==> config.mk <==
export PLATFORM = sky130hd
export DESIGN_NAME = cr_gray_counter
export DESIGN_NICKNAME = d
export VERILOG_FILES = /design/src/rtl/cr_gray_counter.sv
export SDC_FILE = /design/constraint.sdc
export NUM_CORES = 1
export LEC_CHECK = 0
export ABC_CLOCK_PERIOD_IN_PS = 2700
export CORE_AREA = 2 2 39 41
export DETAILED_ROUTE_END_ITERATION = 16
export DIE_AREA = 0 0 41 43
export SETUP_SLACK_MARGIN = 0.1
export SLEW_MARGIN = 20
export SYNTH_ARGS = -nofsm -noshare
export SYNTH_HDL_FRONTEND = slang
export SYNTH_SLANG_ARGS = --single-unit
==> constraint.sdc <==
create_clock -name CLK -period 2.7 [get_ports CLK]
set_input_delay 0.54 -clock CLK [delete_from_list [all_inputs] [get_ports CLK]]
set_output_delay 0.54 -clock CLK [all_outputs]
set_load 0.03 [all_outputs]
==> src/rtl/cr_gray_counter.sv <==
// Binary/Gray up-counter with registered Gray output and wrap pulse.
// Define CR_GRAY_COUNTER_DEC_EN to add the DEC port (up/down counting).
module cr_gray_counter #(
    parameter int pWidth = 4,
    parameter int pInit  = 0
) (
    input  logic              CLK,
    input  logic              RST,
    input  logic              CLR,
    input  logic              LD,
    input  logic [pWidth-1:0] D,
    input  logic              INC,
`ifdef CR_GRAY_COUNTER_DEC_EN
    input  logic              DEC,
`endif
    output logic [pWidth-1:0] B,
    output logic [pWidth-1:0] G,
    output logic              WRAP
);

    // Refuse to build with a degenerate width or an unrepresentable init.
    if (pWidth < 2 || pInit < 0 || pInit > (2 ** pWidth) - 1) begin : g_bad_param
        cr_gray_counter_invalid_parameters u_invalid ();
    end

    localparam logic [pWidth-1:0] INIT_B   = pWidth'(pInit);
    localparam logic [pWidth-1:0] ONE      = pWidth'(1);
    localparam logic [pWidth-1:0] ALL_ONES = '1;

    logic [pWidth-1:0] b_q;
    logic [pWidth-1:0] b_d;
    logic [pWidth-1:0] g_q;
    logic [pWidth-1:0] g_d;
    logic              wrap_q;
    logic              wrap_d;
    logic              up;
    logic              down;

    // Decode the step direction; simultaneous up and down cancel out.
    always_comb begin
        up   = 1'b0;
        down = 1'b0;
`ifdef CR_GRAY_COUNTER_DEC_EN
        up   = INC & ~DEC;
        down = DEC & ~INC;
`else
        up   = INC;
`endif
    end

    // Next count by priority RST > CLR > LD > step > hold; Gray from next binary.
    always_comb begin
        b_d    = b_q;
        wrap_d = 1'b0;
        if (RST || CLR) begin
            b_d = INIT_B;
        end else if (LD) begin
            b_d = D;
        end else if (up) begin
            b_d    = b_q + ONE;
            wrap_d = (b_q == ALL_ONES);
        end else if (down) begin
            b_d    = b_q - ONE;
            wrap_d = (b_q == '0);
        end
        g_d = b_d ^ (b_d >> 1);
    end

    // State registers; all outputs come straight from these flops.
    always_ff @(posedge CLK) begin
        if (RST) begin
            b_q    <= INIT_B;
            g_q    <= INIT_B ^ (INIT_B >> 1);
            wrap_q <= 1'b0;
        end else begin
            b_q    <= b_d;
            g_q    <= g_d;
            wrap_q <= wrap_d;
        end
    end

    assign B    = b_q;
    assign G    = g_q;
    assign WRAP = wrap_q;

endmodule

==> results.md, run 1 <==
- Run status: complete, no violations
- Adder-cell share of the synthesized area: under 10%
- Simple logic cell fraction of the synthesized area: 17.4%
- Layout cells sized above 1: 14.3%
- # DRC: 0
- Hold endpoint: WRAP
- Crit path DAT: around 1.4 ns
- Register area share after synthesis: a little over two fifths
- DIE WIDTH: between 40 and 50 µm
- # IOs: 18
- CTS root buf: clkbuf_4
- Synth Area in XOR/XNOR: between 10 and 15%
- Sink Count: 8
- Syn Nets: between 40 and 50
- RSZ-0062 raised after global routing: no
- Fin crit period: ~1.9 ns
- Full die area: approximately 1800 µm²
- Crit path capture type: primary output
- DR vias: ~340
- Synthesized area: 380 µm²
- Setup TNS: 0 ns
- Pre-antenna DRT Iters: 2
- Crit path launch type: flop
- CP cell instances: clkdlybuf4s50_1
- Largest family of logic cells by synthesized area: simple AND/OR/NAND/NOR gates
- Crit path max fanout: 4
- Reg-to-Reg Start: B[0]
- Total GRT Usage: around 11%
- YS warnings: 0
- Clock Path Buffers: 2
- WP data required: around 2.2 ns
- Post-synth EDFFs: 0
- CP delay by family, top: buffers and inverters
- CTS tree: yes
- Max Clock Skew: about 0.00033 ns
- Pwr dens: between 400 and 500 nW/µm²
- Buf/Inv on CP: 1
- Unique masters post-synth: 22
- FF+latch count, synth: 8
- Hold depth: 1
- Main flop type after synthesis: dfxtp_1
- Worst VDD drop: about 0.26 mV
- Slowest stage delay, CP: 0.70 ns
- Initial antenna violation count: 0
- Placer Congestion: between 0.7 and 0.8
- R2R depth: 5
- Antenna Cells: 0
- H-Tree Depth: 1
- Final wirelength: about 780 µm
- Wire per inst: ~11 µm
- Final HPWL from detailed placement: between 600 and 700 µm
- Placed cells: 69
- Reg clk slew, reported paths: ~0.05 ns
- Worst r2r dst: G[1]
- Initial drt markers: 3
- Die Height: 43 µm
- Worst-margin pin slew: between 0.3 and 0.4 ns
- Final setup viols: 0
- Synth-to-Final Area Change: 53.9%
- Hold_buf cts: 0
- Fillers: between 150 and 200
- Post-Syn Instances: 37
- Commonest cells post-synth: dfxtp_1 (8), nand2_1 (4)
- Maxcap violations: 0
- Critical path class: reg2out
- Clock latency on the worst-skew pair: between 0.2 and 0.3 ns
- Area leader, netlist: dfxtp_1
- Post-DR vias/cell: 4.67
- Row count: 14
- Wire length of the first global-routing pass: about 1300 µm
- Post-CTS Setup Inserts: 0
- Initial Util: roughly 27%
- Post-synthesis compound-gate area fraction: approximately 15%
- Total CTS buffers: 3
- I/O Buffers: 17
- Final std cells w/o fill: 72
- Rel. slew slack: around four fifths
- Final Hold Fails: 0
- Post_cts resized: 0
- Hold Crit Class: reg2reg
- Max-slew violation count: 0
- Fin nets: 68
- Fmax: around 530 MHz
- Hold wc startpoint: B[3]
- CP max-delay cell: clkdlybuf4s50_1
- Area fraction of the dominant cell type after synthesis: between 40% and 50%
- Final ANT Viol Nets: 0
- Synth area leaders: dfxtp_1 (42%), mux2i_1 (5.3%), o211a_1 (5.3%)
- Core ar.: roughly 1400 µm²
- Async S/R FF share, synth: 0%
- Hold slack: roughly 0.6 ns
- Global route overflow: 0
- Largest net degree at the start of global routing: 10
- Fraction of the cycle the final worst path needs: a little over two thirds
- Mux cell area share after synthesis: 5.26%
- P_leak: ~0.26 nW
- Avg Inst Size Synth: between 10 and 15 µm²
- Most frequent cell after synthesis: dfxtp_1
- Flop-to-flop setup slack: 1.34 ns
- Vias in the first global route: ~310
registers in the layout, summed over array words and instances (netlist names):
register  flops
WRAP          1
G             3
B             4
per-stage QoR:
step | setup slack [ns] | power [W] | cell area, µm² | utilization, %
3_5_place_dp | 0.784 | 0.000193 | 563 | 40.7
3_3_place_gp | 0.784 | 0.000193 | 563 | 40.7
5_1_grt | 0.715 | 0.000297 | 586 | 42.3
2_1_floorplan | 1.27 | 0.000163 | 380 | -
4_1_cts | 0.779 | 0.000285 | 586 | 42.3
6_report | 0.808 | 0.000281 | 586 | 42.3
metal layers:
layer / vias to the layer above / global-route usage (%) / wire, µm
li1: 173 / - / -
met1: 151 / 14.6 / 355
met2: 12 / 13.8 / 354
met3: 0 / 5.24 / 65
met4: 0 / 6.00 / 0
met5: - / 0 / 0
logic make-up after synthesis:
kind of cell | Yosys count
and+or+nand+nor | 11
AOI/OAI and AO/OA | 8
DFF | 8
xor gates and xnor gates | 5
buffers and inverters | 2
muxes | 2
adders and majority gates | 1
final cells by class:
class / count / area (µm²) / area share [%]
Clock buffer: 3 / 22.5 / 3.85
Inverter: 1 / 3.75 / 0.641
Multi-Input combinational cell: 27 / 209 / 35.7
Sequential cell: 8 / 160 / 27.4
Tap cell: 16 / 20.0 / 3.42
Timing Repair Buffer: 17 / 170 / 29.1
how the worst max path moves through the flow:
stage,startpoint,to,slack [ns],cells past startpoint
final,B[3],G[3],0.81,1
after CTS,B[3],G[3],0.78,1
after global routing,B[3],G[3],0.72,1
after detailed placement,INC,G[1],0.78,5
after global placement,INC,G[1],0.78,5
after floorplan,B[0],G[0],1.27,5
layout by cell type, fill, tap and decap left out, types with 2 or more instances in the layout:
| cell type | Yosys | final |
|---|---|---|
| dfxtp_1 | 8 | 8 |
| clkbuf_4 | 0 | 3 |
| xnor2_1 | 2 | 2 |
| o211a_1 | 2 | 2 |
| mux2i_1 | 2 | 2 |
| nand2_1 | 4 | 4 |
| xor2_1 | 2 | 2 |
| a21oi_1 | 2 | 2 |
| clkdlybuf4s50_1 | 0 | 17 |
power breakdown:
group	total, W	switching (W)	internal [W]	leakage [nW]
registers	0.000128	0.00000416	0.000124	0.0656
logic	0.0000620	0.0000310	0.0000310	0.182
clock network	0.0000902	0.0000394	0.0000508	0.0138
total	0.000281	0.0000745	0.000206	0.261
(Power assumes the default switching activity.)
==> run 2, diff against run 1 <==
--- a/config.mk
+++ b/config.mk
@@ -5,7 +5,7 @@
 export SDC_FILE = /design/constraint.sdc
 export NUM_CORES = 1
 export LEC_CHECK = 0
-export ABC_CLOCK_PERIOD_IN_PS = 2700
+export ABC_CLOCK_PERIOD_IN_PS = 1700
 export CORE_AREA = 2 2 39 41
 export DETAILED_ROUTE_END_ITERATION = 16
 export DIE_AREA = 0 0 41 43
==> constraint.sdc (replaced) <==
create_clock -name CLK -period 1.7 [get_ports CLK]
set_input_delay 0.34 -clock CLK [delete_from_list [all_inputs] [get_ports CLK]]
set_output_delay 0.34 -clock CLK [all_outputs]
set_load 0.03 [all_outputs]
==> run 2 against run 1 <==
Via count up 3.0%. Sequential share of layout area down 0.17 points. Non-clock buffer count up 1. Clock power up 63%. Combinational power up 57%. Register-to-register slack worse by 1.1 ns. Routed wire length up 3.7%. Sequential power up 59%. Critical path depth unchanged. Die area unchanged. Critical endpoint is now G[1]. Largest cell class unchanged. Largest power group unchanged.
==> results.md, run 2 (synthesized netlist as in run 1, its figures left out) <==
- Core ar.: 1380 µm² (unchanged)
- Fillers: 149 (-1.3%)
- Max Clock Skew: 0.00609 ns (+0.00575 ns)
- Hold_buf cts: 0 (unchanged)
- Rel. slew slack: 75.1% (-3.0 points)
- Wire per inst: 11.0 µm (+2.3%)
- Largest net degree at the start of global routing: 8 (-2)
- Reg power frac: 45.4% (-0.4 points)
- Post-DR vias/cell: 4.74 (+1.6%)
- Placed inst area: 571 µm² (+1.3%)
- Crit path launch type: flop
- Hold slack: 0.612 ns (-0.00397 ns)
- Internal: 0.000325 W (+58%)
- DIE WIDTH: 41 µm (unchanged)
- H-Tree Depth: 1 (unchanged)
- Number of flip-flops under the largest register name: 4 (unchanged)
- Antenna Cells: 0 (unchanged)
- Overall power: 0.000448 W (+60%)
- RSZ-0062 raised after global routing: no
- Run status: complete, no violations
- Crit path capture type: primary output
- # IOs: 18 (unchanged)
- Final Hold Fails: 0 (unchanged)
- Fmax: 642 MHz
- Final HPWL from detailed placement: 606 µm (-2.5%)
- Switching part of the total: 27.4% (+0.81 points)
- CP delay by family, top: buffers and inverters
- NetSw: 0.000123 W (+64%)
- Final instance area: 589 µm² (+0.64%)
- Initial Util: 27.5% (unchanged)
- Pwr dens: 760 nW/µm² (+59%)
- CP max-delay cell: clkdlybuf4s50_1
- Hold Crit Class: reg2reg
- Max-slew violation count: 0 (unchanged)
- Synth-to-Final Area Change: 54.9%
- Row count: 14 (unchanged)
- Sink Count: 8 (unchanged)
- WP data required: 1.36 ns (-0.80 ns)
- Total CTS buffers: 3 (unchanged)
- Clock Path Buffers: 2 (unchanged)
- Clock latency on the worst-skew pair: 0.25 ns (about the same)
- Placed cells: 70 (+1.4%)
- # DRC: 0 (unchanged)
- Pre-antenna DRT Iters: 4 (+2)
- Flop-to-flop setup slack: 0.29 ns (-1.05 ns)
- Fraction of the cycle the final worst path needs: 91.6%
- Final std cells w/o fill: 73 (+1.4%)
- Crit path DAT: 1.22 ns (-0.13 ns)
- Commonest non-fill, non-tap cell in the layout: clkdlybuf4s50_1
- Vias in the first global route: 303 (-0.98%)
- Slowest stage delay, CP: 0.66 ns (-0.04 ns)
- Final ANT Viol Nets: 0 (unchanged)
- Most frequent cells in the layout: clkdlybuf4s50_1 (11), dfxtp_1 (8), dlygate4sd2_1 (5)
- Reg clk slew, reported paths: 0.06 ns (about the same)
- Fin nets: 69 (+1.5%)
- Global route overflow: 0 (unchanged)
- CTS root buf: clkbuf_4
- CP cell instances: clkdlybuf4s50_1
- I/O Buffers: 17 (unchanged)
- Die Height: 43 µm (unchanged)
- Final wirelength: 804 µm (+3.7%)
- Clk pwr share: 32.8% (+0.7 points)
- Maxcap violations: 0 (unchanged)
- Worst-margin pin slew: 0.372 ns (+0.0450 ns)
- DR vias: 346 (+3.0%)
- Worst VDD drop: 0.392 mV (+52%)
- Placer Congestion: 0.663 (-5.8%)
- Initial drt markers: 11 (+8)
- Fin crit period: around 1.6 ns
- Total GRT Usage: 10.9% (+0.011 points)
- Wire length of the first global-routing pass: 1250 µm (-1.1%)
- Post-route core utilization: 42.6% (+0.27 points)
- Critical path class: reg2out
- Full die area: 1760 µm² (unchanged)
- CTS tree: yes
- Layout cells sized above 1: 15.8% (+1.5 points)
- Comb pwr share: 21.8% (-0.3 points)
- Crit path max fanout: 1 (-3)
- Buf/Inv on CP: 1 (unchanged)
- Final setup viols: 0 (unchanged)
- Initial antenna violation count: 0 (unchanged)
- P_leak: 0.303 nW (+16%)
[run 2: cell count changes in the layout (fill, tap and decap cells not counted), sizes merged]
cell / previous run / this run
dlygate4sd2: 0 / 5
clkdlybuf4s50: 17 / 11
dlymetal6s2s: 0 / 1
buf: 0 / 1
[run 2: metrics by stage]
step	setup TNS [ns]	setup slack [ns]
after floorplan	0	0.273
after global placement	-0.0389	-0.0389
after detailed placement	-0.0368	-0.0368
after CTS	0	0.129
after global routing	0	0.112
final	0	0.143
[run 2: worst paths after layout]
check,from,to,cells after the start
max,G[1],G[1],1
min,B[3],WRAP,1
max reg2reg,B[0],G[1],5
min reg2reg,B[3],WRAP,1
[run 2: cell type report]
cell class	instances	area [µm²]	share of cell area, %
Multi-Input combinational cell	27	209	35.5
Timing Repair Buffer	18	174	29.5
Clock buffer	3	22.5	3.82
Inverter	1	3.75	0.637
Tap cell	16	20.0	3.40
Sequential cell	8	160	27.2
[run 2: repair_timing]
action,CTS,global route
pin swaps,0,0
gates resized for setup,5,1
setup endpoints to repair,5,1
endpoints found under the hold margin,0,0
buffers inserted,0,0
[run 2: metal layers]
layer	routed length (µm)	track usage (%)
met1	403	15.6
met2	330	13.1
met3	69	4.71
met4	0	6.00
met5	0	0
[run 2: power by group through the flow]
| stage | sequential, W | combinational, W | clock, W |
|---|---|---|---|
| final | 0.000203 | 0.0000974 | 0.000147 |
| after global routing | 0.000204 | 0.000106 | 0.000160 |
| after CTS | 0.000204 | 0.0000982 | 0.000151 |
| after detailed placement | 0.000208 | 0.000101 | 0 |
| after global placement | 0.000208 | 0.000101 | 0 |
| after floorplan | 0.000227 | 0.0000327 | 0 |
